`src/rtl/portfifo_sched_pkg.sv`:
```
// Shared constants and types for the PORTFIFO occupancy tracker / read scheduler.
// Widths here describe the default configuration; the top derives its own from its parameters.
package portfifo_pkg;

  localparam int NUM_PORTS_DEF  = 16;
  localparam int DATA_WIDTH_DEF = 64;
  localparam int FIFO_DEPTH_DEF = 64;
  localparam int MAX_BURST_DEF  = 8;

  localparam int PTR_WIDTH  = $clog2(FIFO_DEPTH_DEF);
  localparam int CNT_WIDTH  = PTR_WIDTH + 1;
  localparam int PORT_WIDTH = $clog2(NUM_PORTS_DEF);

  typedef enum logic [1:0] {
    IDLE    = 2'd0,
    LOAD    = 2'd1,
    PRESENT = 2'd2
  } state_t;

  // A counter must hold 0..depth inclusive, hence one bit above the pointer width.
  function automatic int cnt_width(input int depth);
    return $clog2(depth) + 1;
  endfunction

endpackage

```
`src/rtl/portfifo_sched_if.sv`:
```
// Bundle of the enqueue mirror, FIFO read control and downstream stream of portfifo_sched.
// Downstream stream: a word moves on a cycle where out_valid and out_ready are both high; once out_valid rises, out_valid, out_data and out_port hold until that transfer.
interface portfifo_sched_if #(
  parameter int NUM_PORTS  = 16,
  parameter int DATA_WIDTH = 64
);
  localparam int PW = $clog2(NUM_PORTS);

  logic [PW-1:0]         wrport_in;
  logic                  wrreq_in;
  logic [NUM_PORTS-1:0]  full_out;
  logic                  overflow_err_out;
  logic [PW-1:0]         rdport_out;
  logic                  rdreq_out;
  logic [DATA_WIDTH-1:0] fifo_q_in;
  logic                  out_valid;
  logic                  out_ready;
  logic [DATA_WIDTH-1:0] out_data;
  logic [PW-1:0]         out_port;

  modport master (
    input  wrport_in, wrreq_in, fifo_q_in, out_ready,
    output full_out, overflow_err_out, rdport_out, rdreq_out,
    output out_valid, out_data, out_port
  );

  modport slave (
    output wrport_in, wrreq_in, fifo_q_in, out_ready,
    input  full_out, overflow_err_out, rdport_out, rdreq_out,
    input  out_valid, out_data, out_port
  );

endinterface

```
`src/rtl/portfifo_sched_rr_arbiter.sv`:
```
// Combinational round-robin arbiter: highest priority goes to the port just after last_grant.
module rr_arbiter #(
  parameter int N = 16,
  parameter int W = $clog2(N)
) (
  input  logic [N-1:0] req,
  input  logic [W-1:0] last_grant,
  output logic [N-1:0] grant_oh,
  output logic [W-1:0] grant,
  output logic         any_req
);

  logic [W-1:0] idx;

  // Scan from lowest to highest priority so the last hit written is the winner.
  always_comb begin
    grant = '0;
    idx   = '0;
    for (int k = N; k >= 1; k--) begin
      idx = last_grant + W'(k);
      if (req[idx]) grant = idx;
    end
    any_req  = |req;
    grant_oh = any_req ? (N'(1) << grant) : '0;
  end

endmodule

```
`src/rtl/portfifo_sched.sv`:
```
// Per-port occupancy counters mirroring PORTFIFO enqueues/pops, plus a round-robin burst
// read scheduler that streams popped words downstream tagged with their source port.
module portfifo_sched
  import portfifo_pkg::*;
#(
  parameter int NUM_PORTS  = NUM_PORTS_DEF,
  parameter int DATA_WIDTH = DATA_WIDTH_DEF,
  parameter int FIFO_DEPTH = FIFO_DEPTH_DEF,
  parameter int MAX_BURST  = MAX_BURST_DEF
) (
  input  logic              clk,
  input  logic              rst_n,
  portfifo_sched_if.master  bus,
  output state_t            state_dbg
);

  localparam int PW = $clog2(NUM_PORTS);
  localparam int CW = cnt_width(FIFO_DEPTH);
  localparam int BW = (MAX_BURST > 1) ? $clog2(MAX_BURST) : 1;
  localparam logic [CW-1:0] DEPTH_C    = CW'(FIFO_DEPTH);
  localparam logic [BW-1:0] BURST_LAST = BW'(MAX_BURST - 1);

  state_t               state;
  logic [PW-1:0]        last_grant;
  logic [BW-1:0]        burst;
  logic [NUM_PORTS-1:0] served_oh;
  logic [CW-1:0]        count      [NUM_PORTS];
  logic [CW-1:0]        count_next [NUM_PORTS];
  logic [NUM_PORTS-1:0] req;
  logic [NUM_PORTS-1:0] grant_oh;
  logic [PW-1:0]        grant;
  logic                 any_req;
  logic                 pop;
  logic                 ovf;

  rr_arbiter #(.N(NUM_PORTS), .W(PW)) u_arb (
    .req        (req),
    .last_grant (last_grant),
    .grant_oh   (grant_oh),
    .grant      (grant),
    .any_req    (any_req)
  );

  assign pop           = bus.out_valid & bus.out_ready;
  assign bus.rdreq_out = pop;
  assign bus.out_data  = bus.fifo_q_in;
  assign bus.out_port  = bus.rdport_out;
  assign state_dbg     = state;
  assign ovf           = bus.wrreq_in && (count[bus.wrport_in] == DEPTH_C);

  // An enqueue into a full port is dropped from the count; the sticky error reports it.
  always_comb begin
    logic wr_hit;
    logic rd_hit;
    wr_hit = 1'b0;
    rd_hit = 1'b0;
    for (int p = 0; p < NUM_PORTS; p++) begin
      wr_hit        = bus.wrreq_in && (bus.wrport_in == PW'(p));
      rd_hit        = pop && served_oh[p];
      count_next[p] = count[p];
      if (wr_hit && !rd_hit && (count[p] != DEPTH_C)) count_next[p] = count[p] + CW'(1);
      else if (rd_hit && !wr_hit)                     count_next[p] = count[p] - CW'(1);
      req[p] = (count[p] != '0);
    end
  end

  always_ff @(posedge clk or negedge rst_n) begin
    if (!rst_n) begin
      for (int p = 0; p < NUM_PORTS; p++) count[p] <= '0;
      bus.full_out         <= '0;
      bus.overflow_err_out <= 1'b0;
      bus.rdport_out       <= '0;
      bus.out_valid        <= 1'b0;
      served_oh            <= NUM_PORTS'(1);
      last_grant           <= PW'(NUM_PORTS - 1);
      burst                <= '0;
      state                <= IDLE;
    end else begin
      for (int p = 0; p < NUM_PORTS; p++) begin
        count[p]        <= count_next[p];
        bus.full_out[p] <= (count_next[p] == DEPTH_C);
      end
      if (ovf) bus.overflow_err_out <= 1'b1;

      case (state)
        IDLE: begin
          if (any_req) begin
            bus.rdport_out <= grant;
            served_oh      <= grant_oh;
            last_grant     <= grant;
            burst          <= '0;
            state          <= LOAD;
          end
        end
        LOAD: begin
          bus.out_valid <= 1'b1;
          state         <= PRESENT;
        end
        PRESENT: begin
          // Continuing needs a second committed word; a count of 1 could be racing its own write.
          if (bus.out_ready) begin
            if ((count[bus.rdport_out] >= CW'(2)) && (burst < BURST_LAST)) begin
              burst <= burst + BW'(1);
            end else begin
              bus.out_valid <= 1'b0;
              state         <= IDLE;
            end
          end
        end
        default: begin
          bus.out_valid <= 1'b0;
          state         <= IDLE;
        end
      endcase
    end
  end

endmodule

```
`src/flat_wrapper.sv`:
```
// flat-port wrapper written by rule: the top's interface ports become plain ports
module portfifo_sched_flat import portfifo_pkg::*;
#(
  parameter int NUM_PORTS  = NUM_PORTS_DEF,
  parameter int DATA_WIDTH = DATA_WIDTH_DEF,
  parameter int FIFO_DEPTH = FIFO_DEPTH_DEF,
  parameter int MAX_BURST  = MAX_BURST_DEF
)
  (clk, rst_n, state_dbg, bus_wrport_in, bus_wrreq_in, bus_fifo_q_in, bus_out_ready, bus_full_out, bus_overflow_err_out, bus_rdport_out, bus_rdreq_out, bus_out_valid, bus_out_data, bus_out_port);
  portfifo_sched_if #(.NUM_PORTS(NUM_PORTS), .DATA_WIDTH(DATA_WIDTH)) bus_i ();
  input  logic clk;
  input  logic rst_n;
  output state_t state_dbg;
  input wire logic [$bits(bus_i.wrport_in)-1:0] bus_wrport_in;
  input wire logic [$bits(bus_i.wrreq_in)-1:0] bus_wrreq_in;
  input wire logic [$bits(bus_i.fifo_q_in)-1:0] bus_fifo_q_in;
  input wire logic [$bits(bus_i.out_ready)-1:0] bus_out_ready;
  output wire logic [$bits(bus_i.full_out)-1:0] bus_full_out;
  output wire logic [$bits(bus_i.overflow_err_out)-1:0] bus_overflow_err_out;
  output wire logic [$bits(bus_i.rdport_out)-1:0] bus_rdport_out;
  output wire logic [$bits(bus_i.rdreq_out)-1:0] bus_rdreq_out;
  output wire logic [$bits(bus_i.out_valid)-1:0] bus_out_valid;
  output wire logic [$bits(bus_i.out_data)-1:0] bus_out_data;
  output wire logic [$bits(bus_i.out_port)-1:0] bus_out_port;
  assign bus_i.wrport_in = bus_wrport_in;
  assign bus_i.wrreq_in = bus_wrreq_in;
  assign bus_i.fifo_q_in = bus_fifo_q_in;
  assign bus_i.out_ready = bus_out_ready;
  assign bus_full_out = bus_i.full_out;
  assign bus_overflow_err_out = bus_i.overflow_err_out;
  assign bus_rdport_out = bus_i.rdport_out;
  assign bus_rdreq_out = bus_i.rdreq_out;
  assign bus_out_valid = bus_i.out_valid;
  assign bus_out_data = bus_i.out_data;
  assign bus_out_port = bus_i.out_port;
  portfifo_sched #(.NUM_PORTS(NUM_PORTS), .DATA_WIDTH(DATA_WIDTH), .FIFO_DEPTH(FIFO_DEPTH), .MAX_BURST(MAX_BURST)) u_core (.clk(clk), .rst_n(rst_n), .bus(bus_i), .state_dbg(state_dbg));
endmodule
```
`config.mk`:
```
export PLATFORM = sky130hd
export DESIGN_NAME = portfifo_sched_flat
export DESIGN_NICKNAME = d
export VERILOG_FILES = /design/src/rtl/portfifo_sched_pkg.sv /design/src/rtl/portfifo_sched_if.sv /design/src/rtl/portfifo_sched_rr_arbiter.sv /design/src/rtl/portfifo_sched.sv /design/src/flat_wrapper.sv
export SDC_FILE = /design/constraint.sdc
export NUM_CORES = 1
export LEC_CHECK = 0
export CORE_MARGIN = 1.5
export CORE_UTILIZATION = 57
export DETAILED_ROUTE_END_ITERATION = 10
export GPL_TIMING_DRIVEN = 1
export PLACE_DENSITY = 0.88
export SLEW_MARGIN = 20
export SYNTH_ARGS = -nofsm -noshare
export SYNTH_HDL_FRONTEND = slang
export SYNTH_SLANG_ARGS = --single-unit
```
`constraint.sdc`:
```
create_clock -name clk -period 5 [get_ports clk]
set_clock_uncertainty 0.2 [all_clocks]
set_input_delay 1 -clock clk [delete_from_list [all_inputs] [get_ports clk]]
set_output_delay 1 -clock clk [all_outputs]
set_load 0.01 [all_outputs]
```
-- Yosys cells after proc, flatten, opt, wreduce, memory -nomap -nowiden
Cells that the tools add are included.
- flip-flop bits (word level): 159
- bits in latches: 0
- memory bits (writable): 0
- bits in read-only memories: 0
- word-level logic and storage cells: 386
- memories: 0
- $add $sub $neg: 48
- $mul: 0
- divide/modulo/power cells: 0
- order comparisons: 20
- equality and inequality tests: 54
- shifts and indexed selects: 1
- mux-type cells: 97
- bitwise operators: 4
- reductions and logical operators: 138
- operators by type and width (cell ; number):
    7-bit 2-to-1 mux ; 36
    7-bit == test, second input constant ; 17
    7-bit by 1-bit adder with 7-bit output, second input constant ; 16
    7-bit != test, second input constant ; 16
    7-bit nonzero test ; 16
    7-bit by 1-bit subtractor with 7-bit output, second input constant ; 16
    1-bit logical AND ; 82
    4-bit by 5-bit less-than comparator with 1-bit output, second input constant ; 16
    1-bit binary-select mux with 4-bit select ; 16
    4-bit 2-to-1 mux ; 16
    7-bit binary-select mux with 4-bit select ; 2
    4-bit adder, second input constant ; 8
    4-bit == test, second input constant ; 8
    1-bit zero test ; 32
    1-bit 2-to-1 mux ; 18
    4-bit by 3-bit adder with 4-bit output, second input constant ; 4
    4-bit by 3-bit == test with 1-bit output, second input constant ; 4
    16-bit OR reduction ; 1
    1-bit by 4-bit left shift with 16-bit output, first input constant ; 1
    5-bit greater-or-equal comparator, second input constant ; 2
    4-bit inverter with 5-bit output ; 2
    3-bit 2-to-1 mux ; 3
    4-bit by 2-bit adder with 4-bit output, second input constant ; 2
    4-bit by 2-bit == test with 1-bit output, second input constant ; 2
    other kinds (21) ; 26

-- Depth between registers and ports, before layout
Gate-level depths: netlist (run 1).
- depth in word-level cells: 20
- mapped depth: 16

-- Cells and area by module
From an unflattened synthesis (run 1), not the netlist that was laid out.
- cell total of the unflattened synthesis: 1533
- area, all modules: 13421.6 um2
- by module, submodules not included (module ; times used ; cells an instance ; area an instance (um2) ; sequential area each (um2)):
    portfifo_sched ; 1 ; 1228 ; 10885.4 ; 3985.1
    rr_arbiter ; 1 ; 305 ; 2536.2 ; 0.0

-- Worst setup path before layout (run 1)
No wires, ideal clock.
- kind: flip-flop to flip-flop
- from: register u_core.last_grant[0]
- to: register u_core.served_oh[0]
- data arrival time: 4.133 ns
- data required time: 4.695 ns
- path slack: 0.561 ns
- stages on the path, launching flop included: 17
- buffers on the path: 4
- period minus slack after synthesis: 4.439 ns
- cell sequence: dfstp_2 inv_1 clkbuf_1 buf_1 ha_1 clkbuf_1 nand2b_1 a211oi_1 or4_1 nor3_1 o21ai_1 nor2_1 o311ai_1 o311a_1 or2_1 buf_6 o41ai_1
- longest elaborated chain between the ends: 19
- elaborated cells between the ends (all ways): 64
- classes of those cells: add/sub: 15; shift: 1; mux: 48
- RTL lines (item ; RTL line ; source):
    start, declared ; portfifo_sched.sv:24 ; logic [PW-1:0] last_grant;
    start signal, assigned ; portfifo_sched.sv:75 ; last_grant <= PW'(NUM_PORTS - 1);
    start signal, assigned ; portfifo_sched.sv:90 ; last_grant <= grant;
    4-bit adder / 1-bit binary-select mux with 4-bit select (equally long branches) ; portfifo_sched_rr_arbiter.sv:20, portfifo_sched_rr_arbiter.sv:21 ;
    1-bit binary-select mux with 4-bit select / 1-bit 2-to-1 mux (equally long branches) ; portfifo_sched_rr_arbiter.sv:21 ; if (req[idx]) grant = idx;
    1-bit 2-to-1 mux (implied by the code) / 4-bit 2-to-1 mux (equally long branches) ; portfifo_sched_rr_arbiter.sv:21 ;
    4-bit 2-to-1 mux (14 in a row) ; portfifo_sched_rr_arbiter.sv:21 ;
    4-bit 2-to-1 mux (*) ; portfifo_sched_rr_arbiter.sv:21 ;
    1-bit by 4-bit left shift with 16-bit output (*) ; portfifo_sched_rr_arbiter.sv:24 ; grant_oh = any_req ? (N'(1) << grant) : '0;
    end signal, assigned ; portfifo_sched.sv:89 ; served_oh <= grant_oh;
    end, declared ; portfifo_sched.sv:26 ; logic [NUM_PORTS-1:0] served_oh;
Every way passes the cells marked *; elsewhere a longest branch is shown, timed or not. The select of a mux whose other input is x is not followed.
A chain may end at the register's enable or synchronous reset.

-- Worst setup path after layout (run 1)
- from: register u_core.count[52] (netlist bit)
- to: register u_core.served_oh[4]
- longest elaborated chain between the ends: 20
- elaborated cells between the ends (all ways): 52
- classes of those cells: shift: 1; mux: 48; reduce/logical: 3
- RTL lines (item ; RTL line ; source):
    start, declared ; portfifo_sched.sv:27 ; logic [CW-1:0] count [NUM_PORTS];
    start signal, assigned by index ; portfifo_sched.sv:80 ; count[p] <= count_next[p];
    7-bit nonzero test (*) ; portfifo_sched.sv:63 ; req[p] = (count[p] != '0);
    1-bit binary-select mux with 4-bit select ; portfifo_sched_rr_arbiter.sv:21 ;
    1-bit 2-to-1 mux (implied by the code) ; portfifo_sched_rr_arbiter.sv:21 ;
    4-bit 2-to-1 mux (16 in a row) ; portfifo_sched_rr_arbiter.sv:21 ;
    1-bit by 4-bit left shift with 16-bit output ; portfifo_sched_rr_arbiter.sv:24 ;
Marked as above.

==> results of run 1 <==
-- cell usage after synthesis (25+ instances only) --
master	instances	share of area, %
xnor2_1	47	3.2
dfrtp_1	154	30
and3_1	43	2.1
a21oi_1	47	1.9
clkbuf_1	41	1.2
xor2_1	64	4.4
nand3_1	58	2.3
ha_1	55	5.4
nand4_1	37	1.8
inv_1	50	1.5
nand2_1	177	5.2
buf_4	69	4.1
nor3_1	51	2.0
o21ai_0	49	1.9
nor4_1	35	1.7
a211oi_1	25	1.5
nor2_1	94	2.8
-- routing by layer --
metal / up-vias / GRT usage (%)
li1: 5304 / -
met1: 5680 / 42.4
met2: 805 / 51.7
met3: 197 / 7.84
met4: 2 / 19.3
met5: - / 0
-- worst max-delay path, cell delays in order, from the launching register on --
cell	delay, ps
dfrtp_1	460
or4_1	660
nor3_1	540
nor3_1	130
o31a_1	350
o21ai_0	500
o211ai_1	320
a211oi_1	360
o311ai_0	210
buf_4	190
a21o_1	280
o41ai_1	310
-- cell type report --
class / count / area share [%]
clock inverters: 14 / 1.63
multi-input cells: 1130 / 56.7
clock buffers: 17 / 3.13
flip-flops and latches: 159 / 29.3
inverters: 51 / 1.41
repair buffers: 81 / 5.15
well taps: 280 / 2.58
-- state kept, by name (all words and copies together) (netlist names) --
name	cells
u_core.last_grant	4
u_core.count	112
u_core.bus.out_port	4
u_core.burst	3
u_core.bus.out_valid	1
u_core.bus.overflow_err_out	1
u_core.served_oh	16
u_core.bus.full_out	16
u_core.state_dbg	2
-- power by group --
group / total (mW) / internal, mW / leakage (nW) / switching (mW)
Combinational: 7.44 / 2.77 / 3.65 / 4.66
Clock: 1.46 / 0.855 / 0.313 / 0.606
Sequential: 2.62 / 1.78 / 2.05 / 0.840
Total: 11.5 / 5.41 / 6.01 / 6.11
-- placed cells by master, fill, tap and decap left out, types with 18 or more instances in the layout --
| master | n |
|---|---|
| inv_1 | 50 |
| clkdlybuf4s50_1 | 35 |
| and3_1 | 43 |
| ha_1 | 55 |
| xnor2_1 | 47 |
| nand3_1 | 58 |
| o21ai_0 | 49 |
| nor2_1 | 94 |
| a211oi_1 | 25 |
| nand2_1 | 177 |
| nor3_1 | 51 |
| nor4_1 | 35 |
| xor2_1 | 64 |
| mux2i_1 | 18 |
| a21oi_1 | 47 |
| dfrtp_1 | 154 |
| buf_4 | 45 |
| nand4_1 | 37 |
-- worst paths after layout --
kind | startpoint | endpoint | slack, ps | cells after the start
worst min register to register | u_core.bus.overflow_err_out | u_core.bus.overflow_err_out | 290 | 1
worst max-delay path | u_core.count[52] | u_core.served_oh[4] | 360 | 11
worst max register to register | u_core.count[52] | u_core.served_oh[4] | 360 | 11
max in group asynchronous | rst_n | u_core.bus.full_out[10] | 3190 | 2
worst min-delay path | u_core.bus.overflow_err_out | u_core.bus.overflow_err_out | 290 | 1
min in group asynchronous | rst_n | u_core.served_oh[11] | 400 | 1
-- logic make-up (layout without fill, tap and decap cells) --
group | after synthesis | count (layout) | synth area share [%]
muxes | 39 | 39 | 4.62
and+or+nand+nor | 627 | 627 | 25.8
AOI/OAI and AO/OA | 298 | 298 | 17.2
xor gates and xnor gates | 111 | 111 | 7.67
adders and majority gates | 55 | 55 | 5.43
buffers and inverters | 182 | 163 | 7.77
DFF | 159 | 159 | 31.5
-- metrics by stage --
| step | util, % | total power [mW] | cells | cell area (um2) | hold slack, ps |
|---|---|---|---|---|---|
| after floorplan | - | 7.42 | 1471 | 12700 | 243 |
| after global placement | 59.3 | 9.55 | 1701 | 12900 | 240 |
| after detailed placement | 59.3 | 9.67 | 1701 | 12900 | 276 |
| after CTS | 62.2 | 11.2 | 1732 | 13600 | 295 |
| after global routing | 62.2 | 12.1 | 1732 | 13600 | 310 |
| final | 62.2 | 11.5 | 1732 | 13600 | 294 |
==> summary.txt, run 1 <==
Clocking
  – Hold Buf Count CTS: 0
  – Root buf cell: clkbuf_16
  – Clock transition at path regs: 70 ps
  – H-tree levels: 4
  – CTS sink count: about 160
  – Max Root-Sink Buffers: 2
  – Setup bufs post-CTS: 0
  – TritonCTS buffer count: 17
  – Clock latency on the worst-skew pair: between 400 and 500 ps
  – TritonCTS clock tree: done
  – Cts repair resizes: 0

Detailed routing
  – Routed wl met3: slightly above 4 mm
  – 1st-iter DRT viols: between 1000 and 1500
  – Via density: approximately 6.9
  – ANT nets after route: 0
  – Metal1 wirelength: 14.3 mm
  – 1st-pass router iterations: 7
  – DRC violations left: 0
  – Final wirelength: around 38 mm
  – Via count: approximately 12000
  – Routed wire length per instance: between 20 and 25 um
  – Metal2 WL: between 15 and 20 mm
  – DR top layer: met5

Synth
  – Synth warn: 0
  – Fraction of registers with async set/reset: 100%
  – Cells after synthesis: approximately 1500
  – Syn Area/Cell: around 8.6 um2
  – Synth Cell Area: roughly 13000 um2
  – Mapped Nets: 1598
  – Seq/Total Area, Yosys: between 30% and 40%
  – Post-synth EDFFs: 0
  – Seq cells post-synth: between 150 and 200
  – Top FF cell, synth: dfrtp_1
  – Post-synth cell types: 90

Setup path
  – Crit path kind: register to register
  – CP startpoint kind: register
  – WP data required: between 5000 and 6000 ps
  – Crit Path Max Fanout: 10
  – CP Data Arrival Time: between 4000 and 5000 ps
  – CP endpoint kind: register

Die
  – Die H: approximately 150 um
  – Width of the die: 152 um
  – Die Area: roughly 23000 um2
  – Initial Util: roughly three fifths
  – CORE AREA: ~22000 um2
  – I/O Pins: about 170
  – Row count: 54

STA
  – Worst Slack Setup Final: between 300 and 400 ps
  – RSZ-0062 raised after global routing: no
  – Worst Tran Pin Value: between 1000 and 1500 ps
  – Setup TNS: 0 ps
  – FMAX: about 0.22 GHz
  – Final Hold Fails: 0
  – Slew Viols, Final: 0
  – Relative slew slack: between 30 and 40%
  – Setup violators final: 0
  – Period utilization: between 90 and 100%
  – Min cycle time layout: between 4000 and 5000 ps

GRT
  – Global route total overflow: 0
  – Vias in the first global route: roughly 12000
  – Initial antenna violation count: 1
  – First-pass GRT wire length: ~62 mm
  – Pin count of the biggest net entering global routing: 81
  – GR Util All Layers: around a third

Place
  – HPWL after DPL: roughly 28 mm
  – I/O Buffers: 36
  – Gp weighted congestion: around 1.1
  – Place WS: 496 ps

Outcome
  – Status: completed

Run
  – Max_cap viols: 0

Power
  – VDD IR max: about 0.40 mV
  – Leakage power: about 6.0 nW
  – P per Cell Area: between 800 and 900 nW/um2

Worst hold path
  – Hold/Removal Path Class: register to register

Layout
  – Syn-to-layout area delta: 7.19%
  – Antenna fix cells: 0
  – Register area: 3990 um2
  – Total Nets Final: between 1500 and 2000
  – Multi-input logic area: 7700 um2
  – Layout cells sized above 1: about 9.7%
  – Fillers: roughly 1800
Note: power is estimated with default switching activity, not from simulation.
==> inputs of run 2 (changes only) <==
- ABC_AREA: not set -> 1
- SETUP_SLACK_MARGIN: not set -> 0.2
==> summary.txt, run 2 <==
Synth
  – Syn Area/Cell: 7.40 um2 (-14%)
  – Yosys top cell area share: 31.2% (+0.75 points)
  – Mapped Nets: 1797 (+12%)
  – Top post-synthesis cells by area: dfrtp_1 31%, nand2_1 9.5%, inv_1 6.6%, xor2_1 6.2%, nand3_1 6.2%
  – Top FF cell, synth: dfrtp_1
  – Synth Cell Area: 12400 um2 (-2.4%)
  – Seq/Total Area, Yosys: 32.2% (+0.77 points)
  – Biggest area consumer among synthesized cells: dfrtp_1
  – Most frequent cell after synthesis: nand2_1
  – Commonest cells post-synth: 314 x nand2_1, 216 x inv_1, 154 x dfrtp_1
  – Synth warn: 0 (unchanged)
  – Cells after synthesis: 1670 (+14%)
  – Fraction of registers with async set/reset: 100% (unchanged)
  – Post-synth cell types: 63 (-30%)
  – Seq cells post-synth: 159 (unchanged)
  – Post-synth EDFFs: 0 (unchanged)

STA
  – FMAX: 0.248 GHz (+15%)
  – Period utilization: 80.7% (-12 points)
  – RSZ-0062 raised after global routing: no
  – Slew Viols, Final: 0 (unchanged)
  – Setup TNS: 0 ps (unchanged)
  – Relative slew slack: 36.5% (+6.4 points)
  – Setup violators final: 0 (unchanged)
  – Worst Tran Pin Value: 937 ps (-104 ps)
  – Final Hold Fails: 0 (unchanged)
  – Min cycle time layout: 4040 ps (-604 ps)
  – Worst Slack Setup Final: 965 ps (+604 ps)

Detailed routing
  – Via density: 6.02 (-13%)
  – ANT nets after route: 0 (unchanged)
  – Routed wire length per instance: 17.8 um (-19%)
  – 1st-pass router iterations: 6 (-1)
  – 1st-iter DRT viols: 1371 (-3.7%)
  – DRC violations left: 0 (unchanged)
  – Final wirelength: 34.3 mm (-9.3%)
  – Via count: 11634 (-3.0%)

Layout
  – Total Nets Final: 1772 (+13%)
  – Post-Route Utilization: 62.1% (-0.078 points)
  – Syn-to-layout area delta: 6.31%
  – Most frequent cells in the layout: 314 x nand2_1, 216 x inv_1, 154 x dfrtp_1
  – Most flops, register: u_core.count
  – Number of flip-flops in the largest register: 112 (unchanged)
  – Finished Layout Cells: 1932 (+12%)
  – Biggest regs: u_core.count: 112 flops, u_core.bus.full_out: 16 flops, u_core.served_oh: 16 flops
  – Fin area: 13100 um2 (-3.2%)
  – Layout cells sized above 1: 9.84% (+0.13 points)
  – Antenna fix cells: 0 (unchanged)
  – Commonest non-fill, non-tap cell in the layout: nand2_1

Clocking
  – Clock transition at path regs: 70 ps (about the same)
  – Clock latency on the worst-skew pair: 440 ps (about the same)
  – Hold Buf Count CTS: 0 (unchanged)
  – CTS sink count: 159 (unchanged)
  – TritonCTS buffer count: 17 (unchanged)
  – Root buf cell: clkbuf_16
  – Max Root-Sink Buffers: 2 (unchanged)
  – H-tree levels: 4 (unchanged)
  – Cts repair resizes: 0 (unchanged)
  – TritonCTS clock tree: done
  – Setup bufs post-CTS: 0 (unchanged)

GRT
  – Global route total overflow: 0 (unchanged)
  – GR Util All Layers: 31.5% (-1.8 points)
  – Initial antenna violation count: 0 (-1)
  – First-pass GRT wire length: 55.8 mm (-9.7%)
  – Pin count of the biggest net entering global routing: 84 (+3.7%)
  – Vias in the first global route: 11205 (-3.0%)

Setup path
  – Crit path kind: register to register
  – Reg2reg path depth: 25 (+14)
  – CP startpoint kind: register
  – Crit Path Max Fanout: 19 (+9)
  – WP data required: 5180 ps (+60 ps)
  – CP Data Arrival Time: 4220 ps (-540 ps)
  – CP endpoint kind: register

Die
  – CORE AREA: 21200 um2 (-3.1%)
  – Width of the die: 150 um (-1.2%)
  – Die H: 150 um (-1.2%)
  – Die Area: 22600 um2 (-2.3%)
  – Initial Util: 58.4% (+0.41 points)
  – Row count: 53 (-1.9%)
  – I/O Pins: 165 (unchanged)

Worst hold path
  – WHS Path Cells: 2 (+1)
  – Hold/Removal Path Class: register to register

Place
  – HPWL after DPL: 24.9 mm (-11%)
  – I/O Buffers: 36 (unchanged)
  – Place WS: 953 ps (+456 ps)
  – Placed insts: 1901 (+12%)
  – Placed cell areas: 12500 um2 (-3.5%)
  – Gp weighted congestion: 0.989 (-10%)

Power
  – Flop pwr share: 24.8% (+2.1 points)
  – Leakage power: 6.42 nW (+6.7%)
  – Sw Share: 53.7% (+0.61 points)
  – Sw power: 5.28 mW (-14%)
  – P per Cell Area: 748 nW/um2 (-12%)
  – Logic pwr share: 60.1% (-4.5 points)
  – Clock share of power: 15.0% (+2.3 points)
  – VDD IR max: 0.311 mV (-22%)
  – Int Pwr: 4.56 mW (-16%)

Outcome
  – Status: completed

Run
  – Max_cap viols: 0 (unchanged)
run 2: area by class of cell:
type                    instances  area (um2)
clock buffers                  19         453
fillers                      1750        8010
repair buffers                 44         422
multi-input cells            1183        6820
well taps                     275         344
clock inverters                12         209
flip-flops and latches        159        3990
inverters                     240         911
run 2: path summary, 6_finish.rpt:
path | start | endpoint | slack [ps]
max in group asynchronous | rst_n | u_core.last_grant[0] | 3150
min in group asynchronous | rst_n | u_core.count[79] | 410
hold / removal | u_core.served_oh[0] | u_core.served_oh[0] | 290
setup reg to reg | u_core.last_grant[1] | u_core.served_oh[0] | 960
hold reg to reg | u_core.served_oh[0] | u_core.served_oh[0] | 290
setup / recovery | u_core.last_grant[1] | u_core.served_oh[0] | 960
run 2: worst max-delay path: stages, from the launching register on:
cell	delay [ps]
dfstp_2	540
inv_2	160
ha_1	540
inv_1	440
nand3_1	240
nand2_1	130
nor2_1	40
a31oi_1	180
nand2_1	110
nand2_1	150
inv_2	60
nand2_1	70
nand2_1	60
nand2_1	60
nand3_1	70
nand2_1	60
nand2_1	50
nand2_1	60
nand2_1	60
nand2_1	70
nand2_2	70
nand2_2	80
nand2_4	70
nor2_2	190
nand3_1	110
nand2_1	80
run 2: kinds of logic after synthesis:
kind of cell,count (synthesis),synth area share (%)
AND/OR/NAND/NOR,798,30.8
buffers and inverters,328,12.6
AO/OA/AOI/OAI,226,11.2
flip-flops,159,32.2
XOR/XNOR,103,7.57
adder cells (fa/ha/maj),55,5.57
multiplexers,1,0.0911
run 2: power by group through the flow:
stage	clock network [mW]	registers (mW)	logic [mW]
3_5_place_dp	0	2.42	5.70
4_1_cts	1.48	2.42	5.78
3_3_place_gp	0	2.40	5.56
2_1_floorplan	0	2.25	4.56
6_report	1.48	2.44	5.91
5_1_grt	1.55	2.50	6.55
run 2: metal layers:
metal | global-route usage, % | wire length, um
met1 | 40.1 | 13900
met2 | 51.9 | 16100
met3 | 5.91 | 3030
met4 | 14.2 | 1350
met5 | 0 | 0
run 2: per-stage QoR:
step	hold WS [ps]	power [mW]
2_1_floorplan	248	6.81
3_3_place_gp	266	7.96
5_1_grt	308	10.6
3_5_place_dp	268	8.12
6_report	285	9.84
4_1_cts	281	9.68
==> inputs of run 3 (changes only) <==
- clock period: 5 -> 4.01 ns (I/O delays scaled with it)
==> summary.txt, run 3 (synthesis results as in run 2) <==
Power
  – VDD IR max: 0.490 mV (+57%)
  – P per Cell Area: 925 nW/um2 (+24%)
  – Leakage power: 6.48 nW (+0.96%)

Layout
  – Total Nets Final: 1788 (+0.90%)
  – Number of flip-flops in the largest register: 112 (unchanged)
  – Most flops, register: u_core.count
  – Biggest regs: u_core.count: 112 flops, u_core.bus.full_out: 16 flops, u_core.served_oh: 16 flops
  – Layout cells sized above 1: 10.6% (+0.75 points)
  – Antenna fix cells: 0 (unchanged)
  – Fillers: 1798 (+2.7%)
  – Syn-to-layout area delta: 7.08%
  – Most frequent cells in the layout: 314 x nand2_1, 216 x inv_1, 154 x dfrtp_1
  – Commonest non-fill, non-tap cell in the layout: nand2_1

STA
  – Setup violators final: 0 (unchanged)
  – Relative slew slack: 36.1% (-0.38 points)
  – Slew Viols, Final: 0 (unchanged)
  – Min cycle time layout: 3550 ps (-489 ps)
  – Period utilization: 88.4% (+7.7 points)
  – RSZ-0062 raised after global routing: no
  – Setup TNS: 0 ps (unchanged)
  – Worst Tran Pin Value: 943 ps (+5.68 ps)
  – FMAX: 0.282 GHz (+14%)
  – Final Hold Fails: 0 (unchanged)
  – Worst Slack Setup Final: 464 ps (-501 ps)

Detailed routing
  – Via count: 11457 (-1.5%)
  – 1st-iter DRT viols: 1044 (-24%)
  – DRC violations left: 0 (unchanged)
  – Final wirelength: 33.2 mm (-3.5%)
  – Routed wire length per instance: 17.0 um (-4.2%)
  – ANT nets after route: 0 (unchanged)
  – 1st-pass router iterations: 8 (+2)
  – Via density: 5.88 (-2.3%)

Worst hold path
  – Hold/Removal Path Class: primary input to async pin

Clocking
  – Setup bufs post-CTS: 0 (unchanged)
  – Cts repair resizes: 0 (unchanged)
  – H-tree levels: 4 (unchanged)
  – Max Root-Sink Buffers: 2 (unchanged)
  – Clock transition at path regs: 70 ps (about the same)
  – Hold Buf Count CTS: 0 (unchanged)
  – TritonCTS clock tree: done
  – CTS sink count: 159 (unchanged)
  – TritonCTS buffer count: 17 (unchanged)
  – Clock latency on the worst-skew pair: 430 ps (about the same)
  – Root buf cell: clkbuf_16

GRT
  – Met3 Use GR: 6.73% (+0.82 points)
  – Global route hottest layer: met2
  – Grt met1 use: 39.5% (-0.56 points)
  – Pin count of the biggest net entering global routing: 77 (-8.3%)
  – Initial antenna violation count: 0 (unchanged)
  – GR Util All Layers: 30.6% (-0.85 points)
  – Vias in the first global route: 10961 (-2.2%)
  – Met2 Resource Use GR: 49.2% (-2.8 points)
  – First-pass GRT wire length: 54.4 mm (-2.6%)
  – Global route total overflow: 0 (unchanged)

Place
  – I/O Buffers: 36 (unchanged)
  – Place WS: 336 ps (-617 ps)
  – Gp weighted congestion: 0.955 (-3.5%)
  – HPWL after DPL: 24.9 mm (about the same)

Setup path
  – Top delay family on crit path: simple AND/OR/NAND/NOR gates
  – Worst Setup SP: u_core.last_grant[0]
  – Crit path capture: u_core.served_oh[11]
  – Crit path kind: register to register
  – Setup slack, reg-to-reg: 460 ps (-500 ps)
  – CP bufs+invs: 3 (unchanged)
  – Crit Path Max Fanout: 24 (+5)
  – Crit Reg-Reg Endpoint: u_core.served_oh[11]
  – Worst path max stage delay: 570 ps (+30 ps)
  – CP startpoint kind: register
  – Worst path depth: 23 (-8.0%)
  – Crit-path cells: buf_4 > ha_1 > xor2_4 > inv_2 > nand3_2 > nand3_2 > nand3_1 > nand3_1 > nand2_1 > nand2_1 > nand2_1 > nand2_1 > nand2_1 > nand2_1 > nand2_1 > nand2_1 > nand2_1 > nand2_1 > nand2_1 > nand3_1 > inv_2 > nand3_1 > nand2_1
  – FF-to-FF Start: u_core.last_grant[0]
  – WP data required: 4180 ps (-1000 ps)
  – Reg2reg path depth: 23 (-8.0%)
  – CP Data Arrival Time: 3710 ps (-510 ps)
  – Highest-delay cell along the critical path: dfstp_2
  – CP endpoint kind: register
  – Top cell by count, worst path: nand2_1

Die
  – Initial Util: 58.4% (unchanged)
  – Row count: 53 (unchanged)
  – I/O Pins: 165 (unchanged)
  – Die Area: 22600 um2 (unchanged)
  – CORE AREA: 21200 um2 (unchanged)
  – Width of the die: 150 um (unchanged)
  – Die H: 150 um (unchanged)

Run
  – Max_cap viols: 0 (unchanged)

Outcome
  – Status: completed
## run 3: cell types whose count changed in the layout (fill, tap and decap cells not counted), sizes merged
| cell | before | now |
|---|---|---|
| clkinvlp | 2 | 3 |
| inv | 240 | 243 |
| clkbuf | 19 | 18 |
| clkinv | 5 | 1 |
| buf | 9 | 25 |
## run 3: where the power goes
group | internal (mW) | switching, mW
Clock | 1.11 | 0.686
Sequential | 2.23 | 0.794
Combinational | 2.41 | 5.02
## run 3: area by class of cell
class / count / area, um2 / share of cell area, %
repair buffers: 60 / 542 / 4.09
well taps: 275 / 344 / 2.60
clock buffers: 18 / 429 / 3.24
flip-flops and latches: 159 / 3990 / 30.1
multi-input cells: 1183 / 6820 / 51.5
inverters: 240 / 911 / 6.88
clock inverters: 12 / 208 / 1.57
## run 3: layer usage
| layer | up-vias | part of all wire (%) |
|---|---|---|
| li1 | 5424 | - |
| met1 | 5338 | 41 |
| met2 | 573 | 46 |
| met3 | 122 | 9.0 |
| met4 | 0 | 4.4 |
| met5 | - | 0 |
## run 3: through the flow
stage          hold WS [ps]  total power [mW]  cell area, um2  cells  utilization (%)
2_1_floorplan           248              8.49           12400   1670                -
3_3_place_gp            263              10.0           12600   1917             59.6
3_5_place_dp            263              10.2           12600   1917             59.6
4_1_cts                 240              12.1           13200   1947             62.6
5_1_grt                 252              13.3           13200   1947             62.6
6_report                204              12.2           13200   1947             62.6
## run 3: how the worst min path moves through the flow
stage	endpoint	slack [ps]	cells past startpoint
6_report	u_core.count[79]	200	1
5_1_grt	u_core.count[80]	250	1
4_1_cts	u_core.count[79]	240	1
3_5_place_dp	u_core.served_oh[0]	260	2
3_3_place_gp	u_core.served_oh[14]	260	2
2_1_floorplan	u_core.served_oh[0]	250	2
## run 3: worst reg2reg max path: stages, from the launching register on
cell	delay, ps
dfstp_2	570
buf_4	340
ha_1	310
xor2_4	240
inv_2	140
nand3_2	130
nand3_2	110
nand3_1	100
nand3_1	60
nand2_1	60
nand2_1	40
nand2_1	50
nand2_1	40
nand2_1	50
nand2_1	50
nand2_1	70
nand2_1	50
nand2_1	60
nand2_1	60
nand2_1	150
nand3_1	210
inv_2	190
nand3_1	110
nand2_1	90
